[src/rtl/eth_rx_buf_mgr_pkg.sv]
`default_nettype none
// ============================================================================
//  Module   : eth_rx_pkg
//  Brief    : Shared types and constants for the Ethernet receive buffer
//             manager (state encoding, address-filter constants).
//  Revision : 1.0 - initial release
// ============================================================================
package eth_rx_pkg;

   // Frame-handling state of the receive buffer manager
   typedef enum logic [1:0] {
      IDLE  = 2'd0,
      RECV  = 2'd1,
      DROP  = 2'd2,
      CHECK = 2'd3
   } rx_state_t;

   // IPv4 multicast OUI prefix (01:00:5E)
   localparam logic [23:0] MCAST_PREFIX = 24'h01005E;
   // Broadcast destination
   localparam logic [47:0] BCAST        = 48'hFFFF_FFFF_FFFF;
   // Frames shorter than a destination address are runts
   localparam int          MIN_HDR      = 6;

endpackage : eth_rx_pkg
`default_nettype wire

[src/rtl/eth_rx_buf_mgr_if.sv]
`default_nettype none
// ============================================================================
//  Module   : eth_rx_buf_mgr_if
//  Brief    : 8-bit AXI-Stream receive bus from the MAC (no backpressure).
//  Revision : 1.0 - initial release
// ============================================================================
interface eth_rx_buf_mgr_if;
   logic [7:0] tdata;
   logic       tvalid;
   logic       tlast;
   logic       tuser;

   modport master (output tdata, output tvalid, output tlast, output tuser);
   modport slave  (input  tdata, input  tvalid, input  tlast, input  tuser);
endinterface : eth_rx_buf_mgr_if
`default_nettype wire

[src/rtl/eth_rx_buf_mgr_addr_match.sv]
`default_nettype none
// ============================================================================
//  Module   : eth_rx_addr_match
//  Brief    : Combinational destination-MAC filter: multicast, broadcast,
//             station address or promiscuous mode.
//  Revision : 1.0 - initial release
// ============================================================================
module eth_rx_addr_match
   import eth_rx_pkg::*;
(
   input  wire logic [47:0] i_dest_mac,
   input  wire logic [47:0] i_mac_address,
   input  wire logic        i_promiscuous,
   output logic             o_match
);

   assign o_match = (i_dest_mac[47:24] == MCAST_PREFIX) |
                    (i_dest_mac == BCAST)               |
                    (i_dest_mac == i_mac_address)       |
                    i_promiscuous;

endmodule : eth_rx_addr_match
`default_nettype wire

[src/rtl/eth_rx_buf_mgr.sv]
`default_nettype none
// ============================================================================
//  Module   : eth_rx_buf_mgr
//  Brief    : Receive buffer manager. Streams MAC bytes into an NBUF-slot
//             packet-RAM ring, filters frames, commits accepted lengths and
//             advances the hardware produce pointer.
//  Revision : 1.0 - initial release
// ============================================================================
module eth_rx_buf_mgr
   import eth_rx_pkg::*;
#(
   parameter int NBUF   = 8,
   parameter int ADDR_W = 11,
   parameter int PTR_W  = $clog2(NBUF) + 1
)(
   input  wire logic                      rx_clk,
   input  wire logic                      rx_rst_n,
   eth_rx_buf_mgr_if.slave                rx_axis,
   input  wire logic                      rx_error_bad_fcs,
   input  wire logic                      rx_error_bad_frame,
   input  wire logic [47:0]               mac_address,
   input  wire logic                      promiscuous,
   input  wire logic                      cooked,
   input  wire logic                      irq_en,
   input  wire logic [PTR_W-1:0]          firstbuf,
   output logic                           buf_we,
   output logic [PTR_W-1+ADDR_W-1:0]      buf_addr,
   output logic [7:0]                     buf_wdata,
   output logic [PTR_W-1:0]               nextbuf,
   output logic                           avail,
   output logic                           eth_irq,
   input  wire logic [PTR_W-2:0]          len_rd_idx,
   output logic [ADDR_W:0]                len_rd_data,
   output logic [31:0]                    fcs_err_cnt,
   output logic [31:0]                    frame_err_cnt,
   output logic [31:0]                    ovf_cnt
);

   localparam int               SLOT_W    = PTR_W - 1;
   localparam logic [ADDR_W:0]  C_MAX_LEN = {1'b1, {ADDR_W{1'b0}}};
   localparam logic [PTR_W-1:0] C_NBUF    = PTR_W'(NBUF);
   localparam logic [ADDR_W:0]  C_MIN_HDR = (ADDR_W+1)'(MIN_HDR);

   rx_state_t                   r_state;
   logic [ADDR_W:0]             r_byte_cnt;
   logic [47:0]                 r_dest_mac;
   logic [PTR_W-1:0]            r_nextbuf;
   logic                        r_tuser_seen;
   logic                        r_fcs_seen;
   logic                        r_frm_seen;
   logic                        r_oversize;
   logic                        r_buf_we;
   logic [SLOT_W+ADDR_W-1:0]    r_buf_addr;
   logic [7:0]                  r_buf_wdata;
   logic                        r_avail;
   logic                        r_irq;
   logic [31:0]                 r_fcs_cnt;
   logic [31:0]                 r_frm_cnt;
   logic [31:0]                 r_ovf_cnt;
   logic [ADDR_W:0]             r_len [NBUF];

   logic                        w_full;
   logic                        w_match;
   logic                        w_runt;
   logic                        w_err_fcs;
   logic                        w_err_frm;
   logic                        w_accept;
   logic                        w_avail;
   logic [SLOT_W-1:0]           w_slot;

   assign w_slot    = r_nextbuf[SLOT_W-1:0];
   // Occupancy is computed modulo the pointer range; the spare MSB makes full distinct from empty
   assign w_full    = ((r_nextbuf - firstbuf) == C_NBUF);
   assign w_runt    = (r_byte_cnt < C_MIN_HDR);
   // Error pulses may land on the tlast cycle (latched) or on the CHECK cycle itself
   assign w_err_fcs = r_fcs_seen | rx_error_bad_fcs;
   assign w_err_frm = r_frm_seen | rx_error_bad_frame | r_tuser_seen | w_runt;
   assign w_accept  = w_match & (~(w_err_fcs | w_err_frm) | cooked) & ~w_runt;
   assign w_avail   = (r_nextbuf != firstbuf);

   eth_rx_addr_match u_addr_match (
      .i_dest_mac    (r_dest_mac),
      .i_mac_address (mac_address),
      .i_promiscuous (promiscuous),
      .o_match       (w_match)
   );

   // Frame FSM: slot write path, header capture, error accounting and commit
   always_ff @(posedge rx_clk or negedge rx_rst_n) begin
      if (!rx_rst_n) begin
         r_state      <= IDLE;
         r_byte_cnt   <= '0;
         r_dest_mac   <= '0;
         r_nextbuf    <= '0;
         r_tuser_seen <= 1'b0;
         r_fcs_seen   <= 1'b0;
         r_frm_seen   <= 1'b0;
         r_oversize   <= 1'b0;
         r_buf_we     <= 1'b0;
         r_buf_addr   <= '0;
         r_buf_wdata  <= '0;
         r_fcs_cnt    <= '0;
         r_frm_cnt    <= '0;
         r_ovf_cnt    <= '0;
         for (int i = 0; i < NBUF; i++) r_len[i] <= '0;
      end else begin
         r_buf_we <= 1'b0;
         case (r_state)
            IDLE: begin
               if (rx_axis.tvalid) begin
                  if (w_full) begin
                     r_ovf_cnt  <= r_ovf_cnt + 32'd1;
                     r_oversize <= 1'b0;
                     if (!rx_axis.tlast) r_state <= DROP;
                  end else begin
                     r_buf_we     <= 1'b1;
                     r_buf_addr   <= {w_slot, {ADDR_W{1'b0}}};
                     r_buf_wdata  <= rx_axis.tdata;
                     r_byte_cnt   <= (ADDR_W+1)'(1);
                     r_dest_mac   <= {r_dest_mac[39:0], rx_axis.tdata};
                     r_tuser_seen <= rx_axis.tlast & rx_axis.tuser;
                     r_fcs_seen   <= rx_axis.tlast & rx_error_bad_fcs;
                     r_frm_seen   <= rx_axis.tlast & rx_error_bad_frame;
                     r_state      <= rx_axis.tlast ? CHECK : RECV;
                  end
               end
            end
            RECV: begin
               if (rx_axis.tvalid) begin
                  if (r_byte_cnt == C_MAX_LEN) begin
                     // Slot is full: the frame can never be committed
                     if (rx_axis.tlast) begin
                        r_frm_cnt <= r_frm_cnt + 32'd1;
                        r_state   <= IDLE;
                     end else begin
                        r_oversize <= 1'b1;
                        r_state    <= DROP;
                     end
                  end else begin
                     r_buf_we     <= 1'b1;
                     r_buf_addr   <= {w_slot, r_byte_cnt[ADDR_W-1:0]};
                     r_buf_wdata  <= rx_axis.tdata;
                     r_byte_cnt   <= r_byte_cnt + (ADDR_W+1)'(1);
                     if (r_byte_cnt < C_MIN_HDR)
                        r_dest_mac <= {r_dest_mac[39:0], rx_axis.tdata};
                     r_tuser_seen <= rx_axis.tlast & rx_axis.tuser;
                     r_fcs_seen   <= rx_axis.tlast & rx_error_bad_fcs;
                     r_frm_seen   <= rx_axis.tlast & rx_error_bad_frame;
                     if (rx_axis.tlast) r_state <= CHECK;
                  end
               end
            end
            DROP: begin
               if (rx_axis.tvalid && rx_axis.tlast) begin
                  if (r_oversize) r_frm_cnt <= r_frm_cnt + 32'd1;
                  r_oversize <= 1'b0;
                  r_state    <= IDLE;
               end
            end
            CHECK: begin
               if (rx_axis.tvalid) begin
                  // Beat with no gap after tlast: discard the frame and the new beat
                  r_frm_cnt  <= r_frm_cnt + 32'd1;
                  r_oversize <= 1'b0;
                  r_state    <= rx_axis.tlast ? IDLE : DROP;
               end else begin
                  if (w_err_fcs) r_fcs_cnt <= r_fcs_cnt + 32'd1;
                  if (w_err_frm) r_frm_cnt <= r_frm_cnt + 32'd1;
                  if (w_accept) begin
                     r_len[w_slot] <= r_byte_cnt;
                     r_nextbuf     <= r_nextbuf + PTR_W'(1);
                  end
                  r_state <= IDLE;
               end
            end
            default: r_state <= IDLE;
         endcase
      end
   end

   // Status flags registered from the live pointers so software sees clean levels
   always_ff @(posedge rx_clk or negedge rx_rst_n) begin
      if (!rx_rst_n) begin
         r_avail <= 1'b0;
         r_irq   <= 1'b0;
      end else begin
         r_avail <= w_avail;
         r_irq   <= w_avail & irq_en;
      end
   end

   assign buf_we        = r_buf_we;
   assign buf_addr      = r_buf_addr;
   assign buf_wdata     = r_buf_wdata;
   assign nextbuf       = r_nextbuf;
   assign avail         = r_avail;
   assign eth_irq       = r_irq;
   assign len_rd_data   = r_len[len_rd_idx];
   assign fcs_err_cnt   = r_fcs_cnt;
   assign frame_err_cnt = r_frm_cnt;
   assign ovf_cnt       = r_ovf_cnt;

endmodule : eth_rx_buf_mgr
`default_nettype wire
[src/flat_wrapper.sv]
// flat-port wrapper written by rule: the top's interface ports become plain ports
module eth_rx_buf_mgr_flat import eth_rx_pkg::*;
#(
   parameter int NBUF   = 8,
   parameter int ADDR_W = 11,
   parameter int PTR_W  = $clog2(NBUF) + 1
)
  (rx_clk, rx_rst_n, rx_error_bad_fcs, rx_error_bad_frame, mac_address, promiscuous, cooked, irq_en, firstbuf, buf_we, buf_addr, buf_wdata, nextbuf, avail, eth_irq, len_rd_idx, len_rd_data, fcs_err_cnt, frame_err_cnt, ovf_cnt, rx_axis_tdata, rx_axis_tvalid, rx_axis_tlast, rx_axis_tuser);
  eth_rx_buf_mgr_if rx_axis_i ();
  input  wire logic rx_clk;
  input  wire logic rx_rst_n;
  input  wire logic rx_error_bad_fcs;
  input  wire logic rx_error_bad_frame;
  input  wire logic [47:0] mac_address;
  input  wire logic promiscuous;
  input  wire logic cooked;
  input  wire logic irq_en;
  input  wire logic [PTR_W-1:0] firstbuf;
  output logic buf_we;
  output logic [PTR_W-1+ADDR_W-1:0] buf_addr;
  output logic [7:0] buf_wdata;
  output logic [PTR_W-1:0] nextbuf;
  output logic avail;
  output logic eth_irq;
  input  wire logic [PTR_W-2:0] len_rd_idx;
  output logic [ADDR_W:0] len_rd_data;
  output logic [31:0] fcs_err_cnt;
  output logic [31:0] frame_err_cnt;
  output logic [31:0] ovf_cnt;
  input wire logic [$bits(rx_axis_i.tdata)-1:0] rx_axis_tdata;
  input wire logic [$bits(rx_axis_i.tvalid)-1:0] rx_axis_tvalid;
  input wire logic [$bits(rx_axis_i.tlast)-1:0] rx_axis_tlast;
  input wire logic [$bits(rx_axis_i.tuser)-1:0] rx_axis_tuser;
  assign rx_axis_i.tdata = rx_axis_tdata;
  assign rx_axis_i.tvalid = rx_axis_tvalid;
  assign rx_axis_i.tlast = rx_axis_tlast;
  assign rx_axis_i.tuser = rx_axis_tuser;
  eth_rx_buf_mgr #(.NBUF(NBUF), .ADDR_W(ADDR_W), .PTR_W(PTR_W)) u_core (.rx_clk(rx_clk), .rx_rst_n(rx_rst_n), .rx_axis(rx_axis_i), .rx_error_bad_fcs(rx_error_bad_fcs), .rx_error_bad_frame(rx_error_bad_frame), .mac_address(mac_address), .promiscuous(promiscuous), .cooked(cooked), .irq_en(irq_en), .firstbuf(firstbuf), .buf_we(buf_we), .buf_addr(buf_addr), .buf_wdata(buf_wdata), .nextbuf(nextbuf), .avail(avail), .eth_irq(eth_irq), .len_rd_idx(len_rd_idx), .len_rd_data(len_rd_data), .fcs_err_cnt(fcs_err_cnt), .frame_err_cnt(frame_err_cnt), .ovf_cnt(ovf_cnt));
endmodule
[config.mk]
export PLATFORM = sky130hd
export DESIGN_NAME = eth_rx_buf_mgr_flat
export DESIGN_NICKNAME = d
export VERILOG_FILES = /design/src/rtl/eth_rx_buf_mgr_pkg.sv /design/src/rtl/eth_rx_buf_mgr_if.sv /design/src/rtl/eth_rx_buf_mgr_addr_match.sv /design/src/rtl/eth_rx_buf_mgr.sv /design/src/flat_wrapper.sv
export SDC_FILE = /design/constraint.sdc
export NUM_CORES = 1
export LEC_CHECK = 0
export CORE_MARGIN = 5
export CORE_UTILIZATION = 60
export DETAILED_ROUTE_END_ITERATION = 8
export DONT_BUFFER_PORTS = 1
export PLACE_DENSITY_LB_ADDON = 0.15
export SLEW_MARGIN = 15
export SYNTH_ARGS = -nofsm -noshare
export SYNTH_HDL_FRONTEND = slang
export SYNTH_SLANG_ARGS = --single-unit
[constraint.sdc]
create_clock -name rx_clk -period 3.9 [get_ports rx_clk]
set_input_delay 0.195 -clock rx_clk [delete_from_list [all_inputs] [get_ports rx_clk]]
set_output_delay 0.195 -clock rx_clk [all_outputs]
set_load 0.1 [all_outputs]
==> flow_summary.json, run 1 <==
{
  "worst_setup_path_start_kind": "flop",
  "ys_top_cells_by_count": "dfrtp_1, mux2_2, xor2_1",
  "place.port_buffers": 0,
  "tns_ps": 0,
  "synth.area.top_cells": "dfrtp_1, mux2_2, xor2_1",
  "worst_pin_slew_ps": 1040,
  "antenna_found_initial": 0,
  "grt_start_max_net_pins": 288,
  "report.final.slew_viol_count": 0,
  "pwr_density_cell_mw_per_mm2": 642,
  "async_reset_ff_share_pct": 100,
  "vias": 9068,
  "finalWirelength_mm": 30.8,
  "final_antenna_net_count": 0,
  "grt_setup_unrepaired": "false",
  "failed_checks": "hold timing",
  "reg2reg_depth": 7,
  "ys_seq_area_share_pct": 53.0,
  "grt_util_all_layers_pct": 24.1,
  "r2r_end": "u_core.r_len[64]",
  "max_freq_mhz": 328,
  "cp_max_fo": 17,
  "power_w": 0.0101,
  "cts_root_buf": "clkbuf_16",
  "path_class": "reg2reg",
  "detail_route.wl_per_cell_um": 20.5,
  "synth_cell_types": 56,
  "p_sw_w": 0.00378,
  "gp_congestion": 0.837,
  "synth_nets": 1174,
  "h-tree-depth": 1,
  "end_kind": "flop",
  "synthFlopType": "dfrtp_1",
  "grt_pass1_wl_mm": 51.1,
  "hold_viol": 287,
  "cts_resized": 0,
  "drv_cap": 0,
  "ir_worst_vdd_v": 0.000805,
  "finalCriticalPeriod_ps": 3050,
  "vias_per_cell": 6.05,
  "swShare_pct": 37.5,
  "endpoint": "u_core.r_len[64]",
  "drc": 0,
  "required_ps": 4320,
  "io_pins": 210,
  "synthCells": 1092,
  "synth_area_mm2": 0.0136,
  "drive_gt1_share_pct": 30.0,
  "cts.sink_count": 287,
  "num_rows": 55,
  "internal_power_w": 0.00631,
  "cp.arrival_ps": 3470,
  "outcome": "finished with violations",
  "drtPass1Iterations": 5,
  "setup_viol": 0,
  "clock_path_buffers": 3,
  "synth-edff-count": 0,
  "die_w_um": 160,
  "maxSlewHeadroom_pct": 30.9,
  "syn-mean-instance-area_um2": 12.4,
  "numCtsBuffers": 31,
  "hpwlAfterDp_mm": 20.5,
  "hp-class": "in2async",
  "startpoint": "u_core.r_byte_cnt[7]",
  "cts_tree": "yes",
  "worstReg2RegStart": "u_core.r_byte_cnt[7]",
  "drt_iter0_drc": 556,
  "whs_ps": -653,
  "num_antenna_cells": 0,
  "p_leak_nw": 7.34,
  "clk_pin_slew_ps": 60,
  "clkPwrFrac_pct": 30.5,
  "power_frac_comb_pct": 22.2,
  "r2r_setup_slack_ps": 850,
  "synth-warning-count": 0,
  "dieArea_mm2": 0.0257,
  "grt_pass1_vias": 9449,
  "fp.dieH_um": 160,
  "period_share_pct": 78.2,
  "yosysMostFrequentCell": "dfrtp_1",
  "final.setup_skew_ps": 21.2,
  "ctsHoldBuffers": 18,
  "grt_overflow": 0,
  "clkLatencyLatePin_ps": 560,
  "core_area_mm2": 0.0224,
  "seqPwrFrac_pct": 47.3,
  "start_util_pct": 60.4,
  "layout.nets": 1271,
  "synth_seq_cells": 287,
  "synth_top_area_cell": "dfrtp_1",
  "area_growth_syn_to_layout_pct": 15.9,
  "synth_top_area_share_pct": 53.0
}
[final cells by class]
type / instances / area, µm²
clock buffer: 48 / 940
clock inverter: 10 / 158
tap: 285 / 357
sequential: 287 / 7180
fill: 1599 / 6720
timing repair buffer: 112 / 886
multi-input combinational: 741 / 6140
inverter: 16 / 60.1
[through the flow]
| stage | util (%) | area (µm²) | instances | setup slack, ps |
|---|---|---|---|---|
| 6_report | 70.1 | 15700 | 1499 | 852 |
| 2_1_floorplan | - | 13600 | 1092 | 516 |
| 3_3_place_gp | 64.4 | 14400 | 1423 | 944 |
| 4_1_cts | 70.1 | 15700 | 1499 | 870 |
| 3_5_place_dp | 64.4 | 14400 | 1423 | 871 |
| 5_1_grt | 70.1 | 15700 | 1499 | 656 |
[worst min path at each step]
stage	startpoint	endpoint	slack (ps)	cells after the start
CTS	rx_rst_n	u_core.r_len[84]	-670	0
finish	rx_rst_n	u_core.r_len[80]	-650	0
detailed placement	rx_rst_n	u_core.r_len[68]	-90	0
floorplan	rx_rst_n	u_core.avail	-100	0
global placement	rx_rst_n	u_core.r_len[80]	-80	0
global route	rx_rst_n	u_core.r_len[80]	-680	0
[worst max-delay path, cell delays in order, from the launching register on]
cell and delay [ps]:
dfrtp_1 580, nor4_1 600, a31oi_2 300, nand2_1 360
a21oi_1 190, o211ai_1 230, buf_4 280, mux2_2 370
[metal layers]
| layer | vias to the layer above | wire (µm) | track usage [%] |
|---|---|---|---|
| li1 | 4137 | - | - |
| met1 | 4625 | 13000 | 32.8 |
| met2 | 266 | 14800 | 38.7 |
| met3 | 40 | 2360 | 7.01 |
| met4 | 0 | 577 | 5.75 |
| met5 | - | 0 | 0 |
[flip-flops by register name, indices dropped and copies added, names as in the netlist, 4 cells and up]
| signal | count |
|---|---|
| u_core.r_len | 96 |
| u_core.r_dest_mac | 48 |
| u_core.fcs_err_cnt | 32 |
| u_core.frame_err_cnt | 32 |
| u_core.ovf_cnt | 32 |
| u_core.buf_addr | 14 |
| u_core.r_byte_cnt | 12 |
| u_core.buf_wdata | 8 |
| u_core.nextbuf | 4 |
[cell usage in the layout, fill, tap and decap left out, drive strengths merged, types with 2 or more instances in the layout]
master / instances
o21ai: 44
or2: 3
clkinv: 5
clkbuf: 48
nor4: 26
o211ai: 5
a21o: 2
nor3: 22
o21a: 2
dfrtp: 287
nand4: 42
nand2b: 6
nor2b: 5
o31ai: 5
and4: 11
or4: 6
buf: 94
xor2: 79
nand2: 68
and3: 19
nor2: 43
ha: 9
and2: 5
inv: 17
a22oi: 5
nand3b: 2
a31oi: 4
xnor2: 66
or3: 3
dlygate4sd3: 18
a21oi: 7
nand3: 39
a32oi: 2
bufinv: 4
mux4: 24
a221oi: 2
mux2: 171
mux2i: 4
[timing repair]
action	4_1_cts	5_1_grt
setup buffers	0	0
setup endpoints to repair	0	0
endpoints found under the hold margin	312	287
[power groups by stage]
stage / Sequential [W] / Clock, W / Combinational, W
floorplan: 0.00500 / 0 / 0.00142
global placement: 0.00480 / 0 / 0.00216
detailed placement: 0.00481 / 0 / 0.00222
CTS: 0.00476 / 0.00313 / 0.00225
global route: 0.00485 / 0.00328 / 0.00243
finish: 0.00477 / 0.00307 / 0.00224
[kinds of logic (layout without fill, tap and decap cells)]
group                      after synthesis  count (layout)  share of synthesized area [%]
adders and majority gates                9               9                          0.831
AOI/OAI and AO/OA                       86              86                           4.20
DFF                                    287             287                           53.0
muxes                                  199             199                           18.5
buffers and inverters                   64             186                           1.94
and+or+nand+nor                        302             302                           12.2
xor gates and xnor gates               145             145                           9.37
Note: power is estimated with default switching activity, not from simulation.
==> inputs of run 2 (changes only) <==
ABC_AREA = 1   (was unset)
CORE_UTILIZATION = 58   (was 60)
clock period = 2.45 ns   (was 3.9 ns; I/O delays follow)
==> run 2 against run 1 <==
Net effect:
- the run still ends with hold timing left
- first-iteration DRC count is 140% higher
- sequential share of layout area fell by 6.5 points
- synthesized cell count is 87% higher
- clock-buffer cell count down 10
- combinational power rose to 3.0 times the previous value
- sequential power up 36%
- sequential cell count did not move
- worst setup slack worse by 650 ps
- critical path depth increased by 6
- critical path type unchanged
==> flow_summary.json, run 2 <==
{
  "synth.area.top_cells": "dfrtp_1, nand2_1, nand4_1",
  "place.port_buffers": 0,
  "internal_power_w": 0.00997,
  "drt_iter0_drc": 1328,
  "maxSlewHeadroom_pct": 37.9,
  "syn-mean-instance-area_um2": 7.60,
  "synth-edff-count": 0,
  "io_pins": 210,
  "cpPeakStageDelay_ps": 400,
  "clk_pin_slew_ps": 60,
  "synth-warning-count": 0,
  "finalWirelength_mm": 43.6,
  "vias": 14400,
  "top_register": "u_core.r_len",
  "die_w_um": 174,
  "reg2reg_depth": 13,
  "synth_nets": 2122,
  "synth_area_mm2": 0.0155,
  "h-tree-depth": 1,
  "ir_worst_vdd_v": 0.00141,
  "required_ps": 2900,
  "worst_pin_slew_ps": 933,
  "power_frac_comb_pct": 37.4,
  "cts_tree": "yes",
  "yosysMostFrequentCell": "nand2_1",
  "detail_route.wl_per_cell_um": 17.1,
  "critPathTopFamily": "buffers and inverters",
  "path_class": "reg2reg",
  "top_regs": "u_core.r_len: 96 flops, u_core.r_dest_mac: 48 flops",
  "whs_ps": -735,
  "cp_num_buf_inv": 4,
  "final_util_pct": 70.0,
  "drtPass1Iterations": 5,
  "cts_root_buf": "clkbuf_16",
  "n_fill_cell": 2149,
  "max_freq_mhz": 445,
  "failed_checks": "hold timing",
  "largest_reg_flops": 96,
  "layout_commonest_cell": "nand2_1",
  "ctsHoldBuffers": 20,
  "setup_viol": 0,
  "synth_seq_cells": 287,
  "final_antenna_net_count": 0,
  "area_growth_syn_to_layout_pct": 18.3,
  "seqPwrFrac_pct": 36.2,
  "synth_cell_types": 38,
  "vias_per_cell": 5.64,
  "crit_chain": "ha_1, inv_2, o21bai_4, xor2_1, nor2_1, buf_4, nand3_2, nand2_4, inv_2, nand2_4, buf_12, nand2_1, nand2_1",
  "cp.arrival_ps": 2690,
  "async_reset_ff_share_pct": 100,
  "start_util_pct": 59.2,
  "pwr_density_cell_mw_per_mm2": 978,
  "worst_setup_path_start_kind": "flop",
  "grt_util_all_layers_pct": 28.4,
  "swShare_pct": 44.4,
  "outcome": "finished with violations",
  "postCtsSetupBuffers": 0,
  "synth_top_area_share_pct": 46.3,
  "hp-class": "in2async",
  "clkLatencyLatePin_ps": 560,
  "hpwlAfterDp_mm": 30.2,
  "multi_input_area_mm2": 0.00748,
  "grt_pass1_vias": 14100,
  "clkPwrFrac_pct": 26.4,
  "ys_top_cells_by_count": "nand2_1, dfrtp_1, nor2_1",
  "slowest_stage": "dfrtp_2",
  "num_antenna_cells": 0,
  "hold_viol": 287,
  "end_kind": "flop",
  "drc": 0,
  "grt_overflow": 0,
  "numCtsBuffers": 31,
  "num_rows": 59,
  "fp.dieH_um": 174,
  "cp_max_fo": 17,
  "clock_path_buffers": 3,
  "drive_gt1_share_pct": 13.2,
  "p_sw_w": 0.00796,
  "final_cell_mix": "nand2_1, dfrtp_1, nor2_1",
  "gp_congestion": 0.937,
  "ys_seq_area_share_pct": 46.3,
  "worstReg2RegStart": "u_core.nextbuf[1]",
  "drv_cap": 0,
  "antenna_found_initial": 1,
  "grt_pass1_wl_mm": 72.1,
  "finalCriticalPeriod_ps": 2250,
  "tns_ps": 0,
  "final.setup_skew_ps": 7.98,
  "report.final.slew_viol_count": 0,
  "layout.nets": 2268,
  "grt_start_max_net_pins": 288,
  "synthFlopType": "dfrtp_1",
  "core_area_mm2": 0.0262,
  "synthCells": 2040,
  "synth_top_area_cell": "dfrtp_1",
  "seqCellArea_mm2": 0.00719,
  "r2r_end": "u_core.r_dest_mac[8]",
  "period_share_pct": 91.7,
  "cts.sink_count": 287,
  "dieArea_mm2": 0.0301,
  "p_leak_nw": 9.11,
  "r2r_setup_slack_ps": 200,
  "grt_setup_unrepaired": "false"
}
## run 2: cell types whose count changed after synthesis, sizes merged, moves of 65 or more
cell / delta
inv: +108
mux2: -171
nand2: +636
nand3: +65
nand4: +89
nor2: +172
o21ai: +77
## run 2: cell families (layout without fill, tap and decap cells)
| kind of cell | count (synthesis) | count (layout) | share of synthesized area [%] |
|---|---|---|---|
| adders and majority gates | 9 | 9 | 0.726 |
| DFF | 287 | 287 | 46.3 |
| AOI/OAI and AO/OA | 158 | 158 | 5.45 |
| and+or+nand+nor | 1220 | 1220 | 33.7 |
| xor gates and xnor gates | 138 | 138 | 7.80 |
| buffers and inverters | 228 | 398 | 6.05 |
## run 2: worst max path at each step
stage                      start  depth (start not counted)                    end  slack (ps)
5_1_grt        u_core.nextbuf[1]                         13  u_core.r_dest_mac[20]          90
4_1_cts        u_core.nextbuf[1]                         12   u_core.r_dest_mac[8]         110
3_5_place_dp   u_core.nextbuf[1]                         12   u_core.r_dest_mac[8]         120
6_report       u_core.nextbuf[1]                         13   u_core.r_dest_mac[8]         200
3_3_place_gp   u_core.nextbuf[1]                         12  u_core.r_dest_mac[32]         200
2_1_floorplan  u_core.nextbuf[0]                         13  u_core.r_dest_mac[32]           2
## run 2: layer usage
layer	vias up	part of all wire, %	track usage [%]
li1	6901	-	-
met1	6790	42	39.4
met2	574	46	46.1
met3	88	8.3	5.80
met4	2	2.7	7.42
met5	-	0.030	0
## run 2: power by group through the flow
| stage | Sequential [W] | Clock [W] | Combinational [W] |
|---|---|---|---|
| CTS | 0.00647 | 0.00479 | 0.00670 |
| detailed placement | 0.00654 | 0 | 0.00664 |
| finish | 0.00649 | 0.00473 | 0.00671 |
| global placement | 0.00651 | 0 | 0.00652 |
| global route | 0.00661 | 0.00502 | 0.00720 |
| floorplan | 0.00890 | 0 | 0.00266 |
## run 2: cell type report
| type | count | share of cell area (%) |
|---|---|---|
| Clock buffer | 38 | 4.65 |
| Clock inverter | 19 | 0.989 |
| Inverter | 124 | 2.54 |
| Multi-Input combinational cell | 1525 | 40.8 |
| Sequential cell | 287 | 39.2 |
| Tap cell | 335 | 2.29 |
| Timing Repair Buffer | 217 | 9.57 |
## run 2: worst register-to-register path, stage by stage (launching register included)
cell and delay [ps]:
dfrtp_2 400, ha_1 320, inv_2 50, o21bai_4 120, xor2_1 180, nor2_1 60
buf_4 150, nand3_2 100, nand2_4 60, inv_2 210, nand2_4 170, buf_12 190
nand2_1 70, nand2_1 60
## run 2: repair_timing
action                                 4_1_cts  5_1_grt
setup endpoints to repair                    0       21
gates resized for setup                      0        1
endpoints found under the hold margin      321      287
## run 2: per-stage QoR
| stage | area, µm² | total power (W) | worst slack, ps | hold WS [ps] | cells |
|---|---|---|---|---|---|
| after global routing | 18300 | 0.0188 | 87.1 | -756 | 2545 |
| after CTS | 18300 | 0.0180 | 110 | -751 | 2545 |
| after detailed placement | 17100 | 0.0132 | 125 | -162 | 2468 |
| final | 18300 | 0.0179 | 204 | -735 | 2545 |
| after floorplan | 15600 | 0.0116 | 2.19 | -173 | 2040 |
| after global placement | 17100 | 0.0130 | 204 | -160 | 2468 |
==> inputs of run 3 (changes only) <==
CORE_MARGIN = 10   (was 5)
GPL_ROUTABILITY_DRIVEN = 1   (was unset)
==> run 3 against run 2 <==
Net effect:
- sequential cell count unchanged
- worst hold slack better by 48 ps
- clock power is 4.9% higher
- design area fell by 0.17%
- via count up 0.61%
- maximum frequency rose by 1.6%
- non-clock buffer count decreased by 13
- final cell count down 0.47%
- the flow still finishes with violations (hold timing)
- combinational power rose by 0.6%
- clock-buffer cell count up 16
==> flow_summary.json, run 3 (synthesis results as in run 2) <==
{
  "core_area_mm2": 0.0262,
  "report.final.slew_viol_count": 0,
  "drtPass1Iterations": 7,
  "drc": 0,
  "max_freq_mhz": 452,
  "clock_path_buffers": 3,
  "grt_setup_unrepaired": "false",
  "final.setup_skew_ps": 16.3,
  "final_cell_mix": "nand2_1, dfrtp_1, nor2_1",
  "top_register": "u_core.r_len",
  "finalWirelength_mm": 45.2,
  "ir_worst_vdd_v": 0.00109,
  "detail_route.wl_per_cell_um": 17.8,
  "largest_reg_flops": 96,
  "drive_gt1_share_pct": 12.6,
  "hold_viol": 287,
  "p_leak_nw": 9.06,
  "final_util_pct": 69.9,
  "h-tree-depth": 2,
  "drt_iter0_drc": 1381,
  "io_pins": 210,
  "grt_pass1_vias": 14200,
  "vias_per_cell": 5.70,
  "numCtsBuffers": 34,
  "ctsHoldBuffers": 17,
  "tns_ps": 0,
  "setup_viol": 0,
  "required_ps": 2890,
  "gp_congestion": 0.938,
  "cts_tree": "yes",
  "period_share_pct": 90.3,
  "grt_overflow": 0,
  "grt_util_all_layers_pct": 26.5,
  "worst_setup_path_start_kind": "flop",
  "maxSlewHeadroom_pct": 37.2,
  "num_rows": 59,
  "cts_root_buf": "clkbuf_16",
  "pwr_density_cell_mw_per_mm2": 992,
  "start_util_pct": 59.2,
  "power_w": 0.0182,
  "fp.dieH_um": 184,
  "cp.arrival_ps": 2650,
  "postCtsSetupBuffers": 0,
  "hpwlAfterDp_mm": 31.1,
  "die_w_um": 184,
  "end_kind": "flop",
  "vias": 14400,
  "clkLatencyLatePin_ps": 510,
  "cts.sink_count": 287,
  "area_growth_syn_to_layout_pct": 18.1,
  "place.port_buffers": 0,
  "finalCriticalPeriod_ps": 2210,
  "top_regs": "u_core.r_len: 96 flops, u_core.r_dest_mac: 48 flops",
  "grt_pass1_wl_mm": 73.9,
  "path_class": "reg2reg",
  "final_antenna_net_count": 0,
  "failed_checks": "hold timing",
  "hp-class": "in2async",
  "dieArea_mm2": 0.0337,
  "clk_pin_slew_ps": 60,
  "grt_start_max_net_pins": 288,
  "drv_cap": 0,
  "antenna_found_initial": 0,
  "layout_commonest_cell": "nand2_1",
  "setup_slack_ps": 239,
  "worst_pin_slew_ps": 943,
  "cp_max_fo": 64,
  "layout.nets": 2258,
  "num_antenna_cells": 0,
  "dp_slack_ps": 278,
  "outcome": "finished with violations",
  "whs_ps": -687
}
==> run 3: changes by cell type in the layout (fill, tap and decap cells not counted) <==
cell           delta
xnor2_1           +1
buf_4            -11
clkbuf_8          +4
bufinv_16         -3
clkinv_2         -10
inv_6             -2
clkbuf_1          +6
clkinv_4          -1
xnor2_2           -1
dlygate4sd3_1     -3
clkbuf_16         +6
buf_12            +1
clkinvlp_4        +1
==> run 3: layer usage <==
metal | vias up | global-route usage, % | part of all wire (%)
li1 | 6886 | - | -
met1 | 6907 | 34.5 | 41
met2 | 575 | 43.1 | 48
met3 | 75 | 6.05 | 8.2
met4 | 0 | 8.43 | 2.7
met5 | - | 0 | 0
==> run 3: final timing paths <==
check	start	end	slack (ps)	cells past startpoint
setup / recovery	u_core.r_dest_mac[18]	u_core.r_len[50]	240	10
hold reg to reg	u_core.r_len[83]	u_core.r_len[83]	470	2
max in group asynchronous	rx_rst_n	u_core.fcs_err_cnt[4]	2620	0
hold / removal	rx_rst_n	u_core.r_len[78]	-690	0
setup reg to reg	u_core.r_dest_mac[18]	u_core.r_len[50]	240	10
min in group rx_clk	rx_axis_tvalid	u_core.ovf_cnt[24]	70	4
==> run 3: worst max-delay path, stage by stage, from the launching register on <==
cell,delay [ps]
dfrtp_1,430
xnor2_1,170
nand2_1,70
nor2_1,140
nand2_1,90
nor2_1,140
nand3_1,140
nand2_4,320
buf_12,310
nand4_1,190
nand2_1,100
==> run 3: what timing repair did <==
action / CTS / global route
endpoints found under the setup margin: 0 / 0
endpoints found under the hold margin: 315 / 287
resized for setup: 0 / 0
==> run 3: power by group <==
group | internal (W) | switching, W | total, W
clock | 0.00301 | 0.00195 | 0.00496
sequential | 0.00552 | 0.000935 | 0.00645
combinational | 0.00166 | 0.00508 | 0.00675
total | 0.0102 | 0.00797 | 0.0182
==> run 3: area by class of cell <==
class                   instances  area, µm²
flip-flops and latches        287       7190
fillers                      2171       7900
multi-input cells            1525       7470
repair buffers                204       1660
well taps                     335        419
clock inverters                 4       22.5
inverters                     124        465
clock buffers                  54       1080
==> run 3: metrics by stage <==
step	area (µm²)	std cells
after detailed placement	17000	2458
after global routing	18300	2533
after floorplan	15600	2040
after CTS	18300	2533
after global placement	17000	2458
final	18300	2533
